===== src/rtl/alu_arbiter.sv =====
// Two-requester round-robin front end for a shared combinational 32-bit ALU.
// One operation in flight: accept, one execute cycle, then hold the response until it is taken.
module alu_arbiter #(
    parameter int DATA_W = 32,
    parameter int CTRL_W = 4
) (
    input  logic              clk,
    input  logic              rst_n,
    input  logic              req0_valid,
    output logic              req0_ready,
    input  logic [DATA_W-1:0] req0_in1,
    input  logic [DATA_W-1:0] req0_in2,
    input  logic [CTRL_W-1:0] req0_ctrl,
    input  logic              req1_valid,
    output logic              req1_ready,
    input  logic [DATA_W-1:0] req1_in1,
    input  logic [DATA_W-1:0] req1_in2,
    input  logic [CTRL_W-1:0] req1_ctrl,
    output logic [DATA_W-1:0] alu_in1,
    output logic [DATA_W-1:0] alu_in2,
    output logic [CTRL_W-1:0] alu_ctrl,
    input  logic [DATA_W-1:0] alu_result,
    input  logic              alu_zero,
    output logic              rsp_valid,
    input  logic              rsp_ready,
    output logic              rsp_id,
    output logic [DATA_W-1:0] rsp_data,
    output logic              rsp_zero,
    output logic              rsp_illegal,
    output logic              busy
);

    typedef enum logic [1:0] {
        IDLE,
        EXEC,
        RESP
    } state_t;

    state_t            state;
    state_t            state_next;
    logic              last_grant;
    logic [DATA_W-1:0] op_in1;
    logic [DATA_W-1:0] op_in2;
    logic [CTRL_W-1:0] op_ctrl;
    logic              op_id;
    logic              accept;
    logic              grant_id;
    logic              illegal;

    assign alu_in1  = op_in1;
    assign alu_in2  = op_in2;
    assign alu_ctrl = op_ctrl;

    // Legal codes: AND, OR, ADD, SUB.
    assign illegal = !((op_ctrl == CTRL_W'(0)) || (op_ctrl == CTRL_W'(1)) ||
                       (op_ctrl == CTRL_W'(2)) || (op_ctrl == CTRL_W'(6)));

    always_comb begin
        req0_ready = 1'b0;
        req1_ready = 1'b0;
        state_next = state;
        case (state)
            IDLE: begin
                // With both pending, the requester not served last wins.
                req0_ready = req0_valid && (!req1_valid || last_grant);
                req1_ready = req1_valid && (!req0_valid || !last_grant);
                if (req0_ready || req1_ready) begin
                    state_next = EXEC;
                end
            end
            EXEC: begin
                state_next = RESP;
            end
            RESP: begin
                if (rsp_ready) begin
                    state_next = IDLE;
                end
            end
            default: begin
                state_next = IDLE;
            end
        endcase
    end

    assign accept   = (req0_valid && req0_ready) || (req1_valid && req1_ready);
    assign grant_id = req1_ready;

    always_ff @(posedge clk or negedge rst_n) begin
        if (!rst_n) begin
            state       <= IDLE;
            last_grant  <= 1'b1;
            op_in1      <= '0;
            op_in2      <= '0;
            op_ctrl     <= '0;
            op_id       <= 1'b0;
            rsp_valid   <= 1'b0;
            rsp_id      <= 1'b0;
            rsp_data    <= '0;
            rsp_zero    <= 1'b0;
            rsp_illegal <= 1'b0;
            busy        <= 1'b0;
        end else begin
            state     <= state_next;
            busy      <= (state_next != IDLE);
            rsp_valid <= (state_next == RESP);
            if (accept) begin
                last_grant <= grant_id;
                op_id      <= grant_id;
                op_in1     <= grant_id ? req1_in1  : req0_in1;
                op_in2     <= grant_id ? req1_in2  : req0_in2;
                op_ctrl    <= grant_id ? req1_ctrl : req0_ctrl;
            end
            if (state == EXEC) begin
                rsp_data    <= alu_result;
                rsp_zero    <= alu_zero;
                rsp_illegal <= illegal;
                rsp_id      <= op_id;
            end
        end
    end

endmodule


===== config.mk =====
export PLATFORM = sky130hd
export DESIGN_NAME = alu_arbiter
export DESIGN_NICKNAME = d
export VERILOG_FILES = /design/src/rtl/alu_arbiter.sv
export SDC_FILE = /design/constraint.sdc
export NUM_CORES = 1
export LEC_CHECK = 0
export ABC_AREA = 1
export CORE_MARGIN = 3
export CORE_UTILIZATION = 41
export CTS_CLUSTER_SIZE = 40
export DETAILED_ROUTE_END_ITERATION = 10
export GPL_TIMING_DRIVEN = 0
export MAX_ROUTING_LAYER = met4
export PLACE_DENSITY = 0.78
export SYNTH_ARGS = -nofsm -noshare
export SYNTH_HDL_FRONTEND = slang
export SYNTH_SLANG_ARGS = --single-unit

===== constraint.sdc =====
create_clock -name clk -period 1.7 [get_ports clk]
set_clock_uncertainty 0.05 [all_clocks]
set_input_delay 0.255 -clock clk [delete_from_list [all_inputs] [get_ports clk]]
set_output_delay 0.255 -clock clk [all_outputs]
set_load 0.01 [all_outputs]

# Yosys cells after proc, flatten, opt, wreduce, memory -nomap -nowiden
# Cells that the tools add are included.
# word_totals
regBits,109
latchBits,0
ram_bits,0
mem_bits_ro,0
inputBits,174
wordCells,44
mem_count,0
# classes
addsub,0
n_mul,0
div_mod_pow,0
n_lt_le_gt_ge,0
eq_ne,6
n_shift,0
mux,8
bitwise_logic,0
reduce_logical,18
# op_table
op,n
32-bit two-way mux,2
1-bit logical OR,7
2-bit one-hot mux with 3 select lines,1
2-bit equality test (second input constant),2
4-bit by 1-bit equality test with 1-bit output (second input constant),1
4-bit by 2-bit equality test with 1-bit output (second input constant),1
4-bit by 3-bit equality test with 1-bit output (second input constant),1
1-bit logical AND,4
1-bit logical NOT,4
4-bit logical NOT,1
2-bit two-way mux,2
4-bit two-way mux,1
2-bit by 1-bit equality test with 1-bit output (second input constant),1
2-bit logical NOT,1
1-bit two-way mux,2
2-bit nonzero test,1

# Depth between registers and ports, before layout
# Gate-level depths: netlist (run 1).
# logic_depth
word_depth,7
ltp_mapped,6
mapped_depth_nobuf,5

# Least setup slack after synthesis (run 1)
# OpenSTA, ideal clock, no wires.
# synth_timing
path_type,reg-to-output
startpoint,register state[0]
endpoint,output port req0_ready
t_arrival_ps,1061
required_ps,1395
slack_ps,334
path_stages_with_launch,5
path_cell_list,dfrtp_1 > nor2_4 > buf_2 > nand2_1 > a21oi_1
# synth_between
elab_chain_len,2
# synth_rtl
element,line,rtl
start: declaration,39,state_t state;
start signal: assignment,103,state <= state_next;
2-bit logical NOT,62,case (state)
1-bit two-way mux,62,
end: declaration,10,"output logic req0_ready,"
# No other way between the ends.

# Worst setup path after layout (run 1)
# layout_timing
startpoint,register state[1]
endpoint,output port req0_ready
# The elaborated chain is that of the path after synthesis.

==> results of run 1 <==
[worst max-delay path, delay by kind of cell, from the launching register on]
kind / cells / cell delay, ps
flops: 1 / 410
buf+inv: 3 / 360
simple gates: 2 / 160
compound gates: 1 / 130
[layer usage]
layer | routed length (um) | up-vias
li1 | - | 2931
met1 | 7385 | 2677
met2 | 9195 | 256
met3 | 1851 | 32
met4 | 527 | 0
met5 | 0 | -
[Yosys cell counts, drive strengths merged]
cell | count | area, sq um
buf | 38 | 217.7
nand4 | 68 | 425.4
dfrtp | 108 | 2703
o21ai | 5 | 36.29
a21oi | 1 | 5.000
nor2 | 4 | 22.52
inv | 143 | 536.8
dfstp | 1 | 26.28
nand2 | 311 | 1170
nor3 | 1 | 5.000
clkbuf | 12 | 45.04
nand3 | 70 | 355.3
[state kept, by name, indices dropped and copies added (netlist names), 2 cells and up]
register  cells
alu_ctrl      4
alu_in1      32
alu_in2      32
rsp_data     32
state         2
[kinds of logic (layout without fill, tap and decap cells)]
| logic type | after synthesis | after routing | synth area share (%) |
|---|---|---|---|
| buffers and inverters | 193 | 500 | 14.41 |
| AND/OR/NAND/NOR | 454 | 454 | 35.66 |
| flip-flops | 109 | 109 | 49.19 |
| AO/OA/AOI/OAI | 6 | 6 | 0.7443 |
| other | 0 | 1 | 0 |
[cell type report]
cell class	instances	area [sq um]
antenna	1	2.502
multi-input combinational	460	2043
clock buffer	13	260.3
sequential	109	2729
fill	1121	3929
tap	172	215.2
buffer	50	285.3
clock inverter	3	20.02
timing repair buffer	291	2904
inverter	143	539.3
[power by group through the flow]
stage	logic, mW	registers [mW]	clock network, mW
floorplan	3.23	5.20	0
global placement	7.85	4.64	0
detailed placement	7.99	4.66	0
CTS	8.32	4.65	2.05
global route	9.04	4.77	2.16
finish	8.26	4.65	2.00
[stage by stage]
step	setup WS [ps]	util [%]	power [mW]	cell area (sq um)
global placement	-3877	66.18	12.49	8556
detailed placement	-658.3	66.38	12.65	8581
floorplan	333.7	-	8.429	5548
global route	-78.53	69.59	15.97	8996
CTS	-18.83	69.49	15.02	8984
finish	-11.35	69.61	14.92	8999
[timing repair]
action | 4_1_cts | 5_1_grt
pin swaps | 2 | 0
gates resized for setup | 21 | 4
buffers inserted | 10 | 0
hold buffers | 1 | 0
setup endpoints to repair | 2 | 13
hold endpoints to repair | 53 | 0
[worst paths after layout]
| check | slack, ps | endpoint | startpoint |
|---|---|---|---|
| worst max register to register | 130 | alu_in1[24] | state[1] |
| max in group asynchronous | 440 | busy | rst_n |
| min in group asynchronous | 450 | alu_in2[5] | rst_n |
| worst min-delay path | 390 | rsp_data[25] | alu_result[25] |
| worst min register to register | 430 | rsp_data[20] | rsp_data[20] |
| worst max-delay path | -10 | req0_ready | state[1] |
==> results.toml, run 1 <==
[power_and_ir_drop]
power-per-cell-area_nw_per_um2 = 1658
power.share.clock_pct = 13.4
p_sw_share_pct = 39.60
intPower_mw = 9.011
power_switching_mw = 5.908
combPwrFrac_pct = 55.4
p_seq_share_pct = 31.2
leakagePower_nw = 4.741
max-vdd-ir-drop_mv = 0.7271

[setup_path]
path_cells = "nor2_4, buf_6, buf_8, nand2_4, a21oi_2, buf_4"
cp.required_ps = 1390
critPathCaptureType = "output pin"
critPathLaunchType = "flop"
critPathKind = "reg2out"
worstPathArrival_ps = 1410
crit_fanout = 3
slowest_stage = "dfrtp_1"
r2r_cells = 8
slowest_delay_ps = 410

[timing]
timing.final.hold_violations = 0
fin_tns_setup_ps = -11.35
finalCriticalPeriod_ps = 1711
slew_violations = 0
fmax_mhz = 584.3
setup_viol = 1
tightest_slew_ps = 718.3
fin_hold_ws_ps = 393.1
timing.final.crit_share_pct = 100.7
layout_setup_ws_ps = -11.35
timing.slew.headroom_pct = 52.12
rsz0062_at_grt = "true"

[detailed_routing]
drtPass1Iterations = 5
drtIter0Drc = 342
routed_wl_um = 18960
num_vias = 5896
wl_per_cell_um = 15.26
drc = 0
ant_nets = 0
viasPerCell = 4.747

[cts]
ctsLongestPathBuffers = 2
clk_pin_slew_ps = 70
cts_sinks = 109
h-tree-depth = 3
clk_latency_ps = 340
cts_buffers = 9
root_buffer = "clkbuf_16"
cts_tree = "yes"

[global_routing]
grt_util_met3_pct = 7.005
grt_pass1_wl_um = 28580
met1_usage_pct = 28.88
grt_max_degree = 56
grtUsageMet2_pct = 42.01
antenna_found_initial = 0
grt_pass1_vias = 5627
top_usage_layer = "met2"
track_usage_pct = 25.27
grt_overflow_total = 0

[min_path]
whs_path_depth = 3
hp-class = "in2reg"

[yosys]
yosysWarnings = 0
synthesis.area_sq_um = 5548
synth_cell_type_count = 20
syn_inst = 762
synth_nets = 936
ys_ff_latch = 109
synth_seq_area_share_pct = 49.19
avgSynthCellArea_sq_um = 7.281

[floorplan]
initial_utilization_pct = 42.92
die_area_sq_um = 14960
core_area_sq_um = 12930
ios = 281
die_x_um = 122.3
fp-row-count = 41
die_h_um = 122.3

[cells_and_area]
final_cells = 1242
nets = 1238
final_common_cell = "nand2_1"
most-common-layout-cells = "nand2_1 (309), clkdlybuf4s50_1 (275), inv_1 (140), dfrtp_1 (108), nand3_1 (69)"
area_growth_pct = 62.20
drive_gt1_share_pct = 6.922

[run]
max_cap_violations = 0

[placed_design]
portBuffers = 279
place_hpwl_um = 14270
gp_congestion = 0.8770
numPlacedInstances = 1214

[status]
run_status = "finished with violations"
violations = "setup timing"
(Power assumes the default switching activity.)
==> run 2: changes to the inputs <==
--- a/config.mk
+++ b/config.mk
@@ -13,6 +13,8 @@
 export GPL_TIMING_DRIVEN = 0
 export MAX_ROUTING_LAYER = met4
 export PLACE_DENSITY = 0.78
+export SETUP_SLACK_MARGIN = 0.15
+export SLEW_MARGIN = 20
 export SYNTH_ARGS = -nofsm -noshare
 export SYNTH_HDL_FRONTEND = slang
 export SYNTH_SLANG_ARGS = --single-unit
==> results.toml, run 2 (synthesized netlist as in run 1, its figures left out) <==
[global_routing]
grt_util_met3_pct = 5.806
met1_usage_pct = 31.85
track_usage_pct = 26.66
grtUsageMet2_pct = 44.31
grt_pass1_wl_um = 29960
antenna_found_initial = 0
grt_overflow_total = 0
grt_max_degree = 56
grt_pass1_vias = 5740
top_usage_layer = "met2"

[power_and_ir_drop]
power_mw = 15.93
combPwrFrac_pct = 58.0
max-vdd-ir-drop_mv = 0.7986
power-per-cell-area_nw_per_um2 = 1642
leakagePower_nw = 5.491
power.share.clock_pct = 12.8
p_sw_share_pct = 40.75
power_switching_mw = 6.493
intPower_mw = 9.441
p_seq_share_pct = 29.2

[timing]
setup_viol = 4
fmax_mhz = 584.5
layout_setup_ws_ps = -10.72
tightest_slew_ps = 563.5
timing.final.crit_share_pct = 100.6
timing.final.hold_violations = 0
finalCriticalPeriod_ps = 1711
slew_violations = 0
rsz0062_at_grt = "true"
timing.slew.headroom_pct = 62.43

[cts]
root_buffer = "clkbuf_16"
h-tree-depth = 3
cts_tree = "yes"
clk_latency_ps = 340
clk_pin_slew_ps = 70
ctsLongestPathBuffers = 2
cts_buffers = 9
cts_sinks = 109

[floorplan]
fp-row-count = 41
die_x_um = 122.3
initial_utilization_pct = 42.92
ios = 281
core_area_sq_um = 12930
die_area_sq_um = 14960
die_h_um = 122.3

[cells_and_area]
final_common_cell = "nand2_1"
most-common-layout-cells = "nand2_1 (285), clkdlybuf4s50_1 (171), inv_1 (139), dfrtp_1 (108), dlygate4sd2_1 (82)"
nets = 1265
layout.area.seq_sq_um = 2729
drive_gt1_share_pct = 15.05
multi_input_comb_area_sq_um = 2282
final_cells = 1269
area_growth_pct = 74.90
nFillCells = 1009

[detailed_routing]
wl_per_cell_um = 15.87
drc = 0
num_vias = 6138
ant_nets = 0
viasPerCell = 4.837
drtIter0Drc = 376
routed_wl_um = 20140
drtPass1Iterations = 4

[placed_design]
place_hpwl_um = 14300
numPlacedInstances = 1214
gp_congestion = 0.8770
portBuffers = 279

[setup_path]
critPathLaunchType = "flop"
critPathKind = "reg2out"
worstPathArrival_ps = 1410
crit_fanout = 2
cp.required_ps = 1390
critPathCaptureType = "output pin"

[status]
run_status = "finished with violations"
violations = "setup timing"

[run]
max_cap_violations = 0

[min_path]
hp-class = "in2async"
[run 2: cell count changes in the layout (fill, tap and decap cells not counted), moves of 23 or more]
cell             delta
nand3_1            -33
nand2_1            -24
nand3_2            +33
dlygate4sd2_1      +81
dlymetal6s2s_1     +23
clkdlybuf4s50_1   -104
[run 2: area by class of cell]
type / instances / area share [%]
antenna: 1 / 0.02579
buffer: 49 / 4.088
clock buffer: 14 / 2.824
clock inverter: 2 / 0.1676
inverter: 143 / 5.700
multi-input combinational: 460 / 23.52
sequential: 109 / 28.12
tap: 172 / 2.218
timing repair buffer: 317 / 33.17
timing repair inverter: 2 / 0.1676
[run 2: path summary, 6_finish.rpt]
check	slack [ps]	cells after the start	startpoint	end
max in group asynchronous	570	3	rst_n	alu_in2[24]
min in group clk	400	3	alu_zero	rsp_zero
max	-10	6	state[0]	req0_ready
min reg2reg	420	2	alu_in1[23]	alu_in1[23]
min	370	2	rst_n	alu_in2[5]
max reg2reg	0	9	state[0]	alu_in1[0]
[run 2: power by group through the flow]
stage | sequential [mW] | clock, mW | combinational, mW
after detailed placement | 4.67 | 0 | 7.98
after global routing | 4.78 | 2.20 | 10.0
after CTS | 4.61 | 2.08 | 8.80
after floorplan | 5.20 | 0 | 3.23
after global placement | 4.64 | 0 | 7.85
final | 4.65 | 2.04 | 9.25
[run 2: stage by stage]
stage | instance area (sq um) | setup slack (ps) | util, % | hold slack [ps] | TNS [ps]
floorplan | 5548 | 333.7 | - | -90.59 | 0
global placement | 8556 | -3877 | 66.18 | 410.6 | -430070
finish | 9703 | -10.72 | 75.06 | 370.3 | -15.15
detailed placement | 8584 | -648.3 | 66.41 | 192.1 | -10850
global route | 9701 | -74.33 | 75.04 | 392.0 | -1398
CTS | 9373 | -91.69 | 72.50 | 388.1 | -1393
[run 2: routing by layer]
metal  up-vias  wire [um]
li1       2999          -
met5         -          0
met1      2831       7947
met2       274       9898
met3        34       1723
met4         0        575
[run 2: repair_timing]
item                       CTS  global route
gates resized for setup    180            80
buffers inserted            21             4
setup endpoints to repair  151           113
cloned                      10             3
hold endpoints to repair    53             0
hold buffers                 1             0
pin swaps                   15            70
[run 2: worst max-delay path, stage by stage (launching register included)]
cell	delay, ps
dfrtp_1	410
nor2_4	130
buf_6	120
buf_8	90
nand2_2	40
a21oi_2	130
buf_2	160
